File: src/rtl/if_stage_pkg.sv
// Shared constants and selector enums for the instruction-fetch stage.
// Optional build macro used by this slice: IF_ALIGN_CHK_EN (fetch alignment check).
package if_stage_pkg;

  localparam logic RST_ENABLE   = 1'b1;
  localparam logic CHIP_ENABLE  = 1'b1;
  localparam logic CHIP_DISABLE = 1'b0;
  localparam logic STOP         = 1'b1;

  // Source of the next PC, listed from highest to lowest priority.
  typedef enum logic [2:0] {
    PC_BOOT,
    PC_FLUSH,
    PC_HOLD,
    PC_PEND,
    PC_BRANCH,
    PC_SEQ
  } pc_sel_e;

  typedef enum logic [1:0] {
    ID_BUBBLE,
    ID_HOLD,
    ID_LOAD
  } id_op_e;

endpackage

File: src/rtl/if_id_reg.sv
// IF/ID pipeline register with flush, hold and bubble rules.
// With IF_ALIGN_CHK_EN defined it also flags misaligned fetches on id_adel.
module if_id_reg import if_stage_pkg::*; #(
  parameter int ADDR_W = 32,
  parameter int INST_W = 32
) (
  input  logic              clk,
  input  logic              rst,
  input  logic              stall_if,
  input  logic              stall_id,
  input  logic              flush,
  input  logic              ce,
  input  logic [ADDR_W-1:0] pc,
  input  logic [INST_W-1:0] inst,
  output logic [ADDR_W-1:0] id_pc,
  output logic [INST_W-1:0] id_inst,
`ifdef IF_ALIGN_CHK_EN
  output logic              id_adel,
`endif
  output logic              id_valid
);

  id_op_e op;

  // NOTE: every variable written in always_comb gets a default first, so no latch is inferred.
  always_comb begin
    op = ID_LOAD;
    if (flush) op = ID_BUBBLE;
    else if (stall_if == STOP && stall_id == STOP) op = ID_HOLD;
    else if (stall_if == STOP) op = ID_BUBBLE;
    else if (ce == CHIP_DISABLE) op = ID_BUBBLE;
  end

  // ID_HOLD simply leaves every register untouched.
  always_ff @(posedge clk) begin
    if (rst == RST_ENABLE || op == ID_BUBBLE) begin
      id_pc    <= '0;
      id_inst  <= '0;
      id_valid <= 1'b0;
`ifdef IF_ALIGN_CHK_EN
      id_adel  <= 1'b0;
`endif
    end else if (op == ID_LOAD) begin
      id_pc    <= pc;
      id_valid <= 1'b1;
`ifdef IF_ALIGN_CHK_EN
      id_adel  <= |pc[1:0];
      id_inst  <= (|pc[1:0]) ? '0 : inst;
`else
      id_inst  <= inst;
`endif
    end
  end

  // The stall controller never holds decode while fetch runs.
  assert property (@(posedge clk) disable iff (rst) !(stall_id && !stall_if));

endmodule

File: src/rtl/if_stage.sv
// Instruction-fetch stage: PC register, pending-branch register, next-PC mux and IF/ID register.
// Build macro IF_ALIGN_CHK_EN: keep misaligned PCs and report them on id_adel_o instead of masking.
module if_stage import if_stage_pkg::*; #(
  parameter int                ADDR_W   = 32,
  parameter int                INST_W   = 32,
  parameter logic [ADDR_W-1:0] RESET_PC = 32'h0000_0000,
  parameter int                PC_STEP  = 4
) (
  input  logic              clk,
  input  logic              rst,
  input  logic              stall_if,
  input  logic              stall_id,
  input  logic              flush,
  input  logic [ADDR_W-1:0] new_pc,
  input  logic              branch_flag_i,
  input  logic [ADDR_W-1:0] branch_target_i,
  input  logic [INST_W-1:0] inst_i,
  output logic              ce_o,
  output logic [ADDR_W-1:0] pc_o,
  output logic [ADDR_W-1:0] id_pc_o,
  output logic [INST_W-1:0] id_inst_o,
`ifdef IF_ALIGN_CHK_EN
  output logic              id_adel_o,
`endif
  output logic              id_valid_o
);

  logic              pend_vld;
  logic [ADDR_W-1:0] pend_tgt;
  pc_sel_e           pc_sel;

  function automatic logic [ADDR_W-1:0] fetch_addr(input logic [ADDR_W-1:0] a);
`ifdef IF_ALIGN_CHK_EN
    return a;
`else
    return a & ~ADDR_W'(3);
`endif
  endfunction

  always_comb begin
    pc_sel = PC_SEQ;
    if (ce_o == CHIP_DISABLE) pc_sel = PC_BOOT;
    else if (flush) pc_sel = PC_FLUSH;
    else if (stall_if == STOP) pc_sel = PC_HOLD;
    else if (pend_vld) pc_sel = PC_PEND;
    else if (branch_flag_i) pc_sel = PC_BRANCH;
  end

  // NOTE: sequential state uses non-blocking assignments so every register samples pre-edge values.
  always_ff @(posedge clk) begin
    if (rst == RST_ENABLE) begin
      ce_o     <= CHIP_DISABLE;
      pc_o     <= RESET_PC;
      pend_vld <= 1'b0;
      pend_tgt <= '0;
    end else begin
      ce_o <= CHIP_ENABLE;
      unique case (pc_sel)
        PC_BOOT:   pc_o <= RESET_PC;
        PC_FLUSH: begin
          pc_o     <= fetch_addr(new_pc);
          pend_vld <= 1'b0;
        end
        // A branch resolved during a stall is parked until fetch resumes.
        PC_HOLD: if (branch_flag_i) begin
          pend_vld <= 1'b1;
          pend_tgt <= branch_target_i;
        end
        PC_PEND: begin
          pc_o     <= fetch_addr(pend_tgt);
          pend_vld <= 1'b0;
        end
        PC_BRANCH: pc_o <= fetch_addr(branch_target_i);
        default:   pc_o <= pc_o + ADDR_W'(PC_STEP);
      endcase
    end
  end

  if_id_reg #(
    .ADDR_W (ADDR_W),
    .INST_W (INST_W)
  ) u_if_id (
    .clk      (clk),
    .rst      (rst),
    .stall_if (stall_if),
    .stall_id (stall_id),
    .flush    (flush),
    .ce       (ce_o),
    .pc       (pc_o),
    .inst     (inst_i),
    .id_pc    (id_pc_o),
    .id_inst  (id_inst_o),
`ifdef IF_ALIGN_CHK_EN
    .id_adel  (id_adel_o),
`endif
    .id_valid (id_valid_o)
  );

endmodule

File: config.mk
export PLATFORM = sky130hd
export DESIGN_NAME = if_stage
export DESIGN_NICKNAME = d
export VERILOG_FILES = /design/src/rtl/if_stage_pkg.sv /design/src/rtl/if_id_reg.sv /design/src/rtl/if_stage.sv
export SDC_FILE = /design/constraint.sdc
export NUM_CORES = 1
export LEC_CHECK = 0
export ABC_CLOCK_PERIOD_IN_PS = 1900
export BUFFER_PORTS_ARGS = -buffer_cell sky130_fd_sc_hd__buf_2
export CORE_MARGIN = 2
export CORE_UTILIZATION = 50
export DETAILED_ROUTE_END_ITERATION = 10
export GPL_ROUTABILITY_DRIVEN = 0
export GPL_TIMING_DRIVEN = 0
export PLACE_DENSITY_LB_ADDON = 0.1
export SYNTH_ARGS = -nofsm -noshare
export SYNTH_HDL_FRONTEND = slang
export SYNTH_SLANG_ARGS = --single-unit
File: constraint.sdc
create_clock -name clk -period 1.9 [get_ports clk]
set_input_delay 0.095 -clock clk [delete_from_list [all_inputs] [get_ports clk]]
set_output_delay 0.095 -clock clk [all_outputs]
set_load 0.01 [all_outputs]
==> impl_metrics.env <==
export IMPL_status="finished with violations"
export IMPL_violations="setup timing"
export IMPL_yosysTopAreaCell="dfxtp_1"
export IMPL_hold_path_class="in2reg"
export IMPL_finalWorstSetupSlack_ns=-0.0895
export IMPL_seq_area_frac_synth_pct=42.9
export IMPL_wl_met2_um=10200
export IMPL_fin_area_um2=8580
export IMPL_clk_latency_ns=0.43
export IMPL_setup_violations=5
export IMPL_slew_headroom_pct=56.3
export IMPL_die_y_um=112
export IMPL_clkTransAtPathRegs_ns=0.06
export IMPL_htree_levels=4
export IMPL_cts_tree="built"
export IMPL_min_from="new_pc[30]"
export IMPL_drive_gt1_share_pct=28.1
export IMPL_num_rows=39
export IMPL_cts_made_buffers=17
export IMPL_r2r_slack_ns=-0.09
export IMPL_syn_area_per_cell_um2=7.49
export IMPL_fill_cells=912
export IMPL_clock_sinks=125
export IMPL_cts_max_path_buffers=2
export IMPL_multi_input_area_um2=3150
export IMPL_place_area_um2=6960
export IMPL_yosys_warnings=0
export IMPL_regArea_um2=2520
export IMPL_wl_met1_um=8480
export IMPL_synth_area_leaders="dfxtp_1 43%, nand2_1 15%, a21oi_1 11%"
export IMPL_drt_iter0_drc=601
export IMPL_core_area_um2=11400
export IMPL_first_pass_iters=7
export IMPL_hold_viol=0
export IMPL_dp_hpwl_um=14100
export IMPL_fin_crit_sh_pct=105
export IMPL_grt_pass1_wl_um=33000
export IMPL_power_density_nw_per_um2=835
export IMPL_pre_cts_slack_ns=-0.285
export IMPL_synth_edf_count=0
export IMPL_post_route_drc_count=0
export IMPL_hold_depth=3
export IMPL_arrival_ns=2.28
export IMPL_dieArea_um2=12500
export IMPL_whs_ns=0.0186
export IMPL_start_util_pct=51.1
export IMPL_synth_area_um2=5830
export IMPL_drv_cap=0
export IMPL_antenna_left=0
export IMPL_critPathCaptureType="flip-flop"
export IMPL_grt_max_degree=17
export IMPL_top_layer="met4"
export IMPL_p_leak_nw=3.50
export IMPL_cp_start_kind="flip-flop"
export IMPL_r2r_cells=7
export IMPL_io_pins=200
export IMPL_cp_max_fo=6
export IMPL_worstMarginPinSlew_ns=0.656
export IMPL_finClkSkew_ns=0.00592
export IMPL_min_to="pc_o[30]$_SDFFE_PP0P_"
export IMPL_max_freq_mhz=503
export IMPL_groute_usage_overall_pct=33.0
export IMPL_grt_overflow_total=0
export IMPL_slew_viol_final=0
export IMPL_grt_antenna_before_repair=1
export IMPL_peakVddDrop_mv=0.677
export IMPL_post_drt_via_cell_ratio=5.75
export IMPL_critPathRequiredTime_ns=2.19
export IMPL_cts_root_buffer="clkbuf_16"
export IMPL_wire_per_inst_um=17.6
export IMPL_ys_types=60
export IMPL_num_vias=7023
export IMPL_nNetsFinal=1168
export IMPL_syn_to_final_growth_pct=47.1
export IMPL_wl_met3_um=2220
export IMPL_rsz0062_at_grt="yes"
export IMPL_drt_wl_total_um=21500
export IMPL_ys_ff_latch=125
export IMPL_grt_pass1_vias=6611
export IMPL_regToRegStartpoint="ce_o$_DFF_P_"
export IMPL_fp_dieW_um=112
export IMPL_crit_type="reg2reg"
export IMPL_synth_top_area_share_pct=42.9
export IMPL_syn_inst=779
export IMPL_synth_ff_type="dfxtp_1"
export IMPL_period_minus_slack_ns=1.99
export IMPL_rr_endpoint="pc_o[4]$_SDFFE_PP0P_"
export IMPL_ys_async_sr_fraction_pct=0
export IMPL_placement_io_buffers=188
## per-stage QoR
step	total power [mW]	util (%)	setup TNS [ns]	instances
finish	7.17	75.1	-0.158	1222
global placement	3.43	61.0	-9.22	1113
CTS	7.08	73.4	-0.0249	1216
global route	7.36	75.1	-0.498	1222
detailed placement	3.43	61.0	-9.88	1113
floorplan	3.14	-	0	782
## power breakdown
part / internal, mW / switching, mW / total, mW
clock: 2.39 / 1.22 / 3.61
sequential: 2.68 / 0.0823 / 2.76
combinational: 0.353 / 0.435 / 0.788
## kinds of logic after synthesis
logic type | after synthesis | synth area share (%)
other | 1 | 0.0643
flip-flops | 125 | 42.9
multiplexers | 2 | 0.365
AND/OR/NAND/NOR | 328 | 25.5
XOR/XNOR | 1 | 0.150
AO/OA/AOI/OAI | 241 | 24.8
adder cells (fa/ha/maj) | 1 | 0.215
buffers and inverters | 80 | 5.96
## routing by layer
metal / vias up / track usage, %
met5: - / 0
met4: 0 / 13.7
met3: 65 / 10.9
met2: 420 / 54.1
met1: 3223 / 40.1
li1: 3315 / -
## worst max path at each step
stage | startpoint | endpoint
finish | ce_o$_DFF_P_ | pc_o[4]$_SDFFE_PP0P_
global placement | ce_o$_DFF_P_ | pc_o[13]$_SDFFE_PP0P_
CTS | ce_o$_DFF_P_ | pc_o[4]$_SDFFE_PP0P_
detailed placement | ce_o$_DFF_P_ | pc_o[13]$_SDFFE_PP0P_
floorplan | pc_o[2]$_SDFFE_PP0P_ | pc_o[20]$_SDFFE_PP0P_
global route | ce_o$_DFF_P_ | pc_o[4]$_SDFFE_PP0P_
## state kept, by name, summed over array words and instances, names as in the netlist
| name | count |
|---|---|
| u_if_id.id_inst | 32 |
| pc_o | 30 |
| pend_tgt | 30 |
| u_if_id.id_pc | 30 |
| ce_o | 1 |
| pend_vld | 1 |
| u_if_id.id_valid | 1 |
## Yosys cell counts (all sizes together) (11+ instances only)
master / number
clkbuf: 48
nor2: 19
buf: 19
inv: 13
a211oi: 11
dfxtp: 125
nand2: 226
a21oi: 129
and3: 11
o21ai: 38
nand3: 19
nand4: 12
## cell usage in the layout, fill, tap and decap left out, types with 7 or more instances in the layout
cell	synthesis	layout
buf_4	6	21
nand2_1	226	225
nor3_1	9	7
buf_2	8	193
a21oi_1	129	127
nor2_1	19	16
o21ai_0	31	27
dfxtp_1	125	116
clkbuf_16	0	17
dfxtp_2	0	8
inv_1	13	12
dlygate4sd3_1	0	63
o21ai_1	7	9
and3_1	11	10
nand3_1	19	17
clkbuf_1	48	39
nand4_1	11	11
a31oi_1	8	8
a211oi_1	11	11
## final cells by class
cell class | instances | area share, %
plain buffers | 63 | 3.85
flip-flops and latches | 125 | 29.3
multi-input cells | 577 | 36.7
clock buffers | 22 | 5.41
diodes | 1 | 0.0292
inverters | 13 | 0.569
repair buffers | 268 | 19.8
well taps | 143 | 2.09
clock inverters | 10 | 2.17
## what timing repair did
action | 4_1_cts | 5_1_grt
gates resized for setup | 23 | 52
hold buffers | 63 | 0
pin swaps | 4 | 9
setup endpoints to repair | 88 | 41
hold endpoints to repair | 65 | 0
setup buffers | 10 | 7
## critical path, stage by stage (launching register included)
cell and delay, ns:
dfxtp_4 0.36, buf_6 0.11, or3b_4 0.39, or3_4 0.41
buf_8 0.15, o21a_1 0.19, o22ai_2 0.18, nor3_2 0.05
No activity file was read; power rests on OpenSTA's default activity.
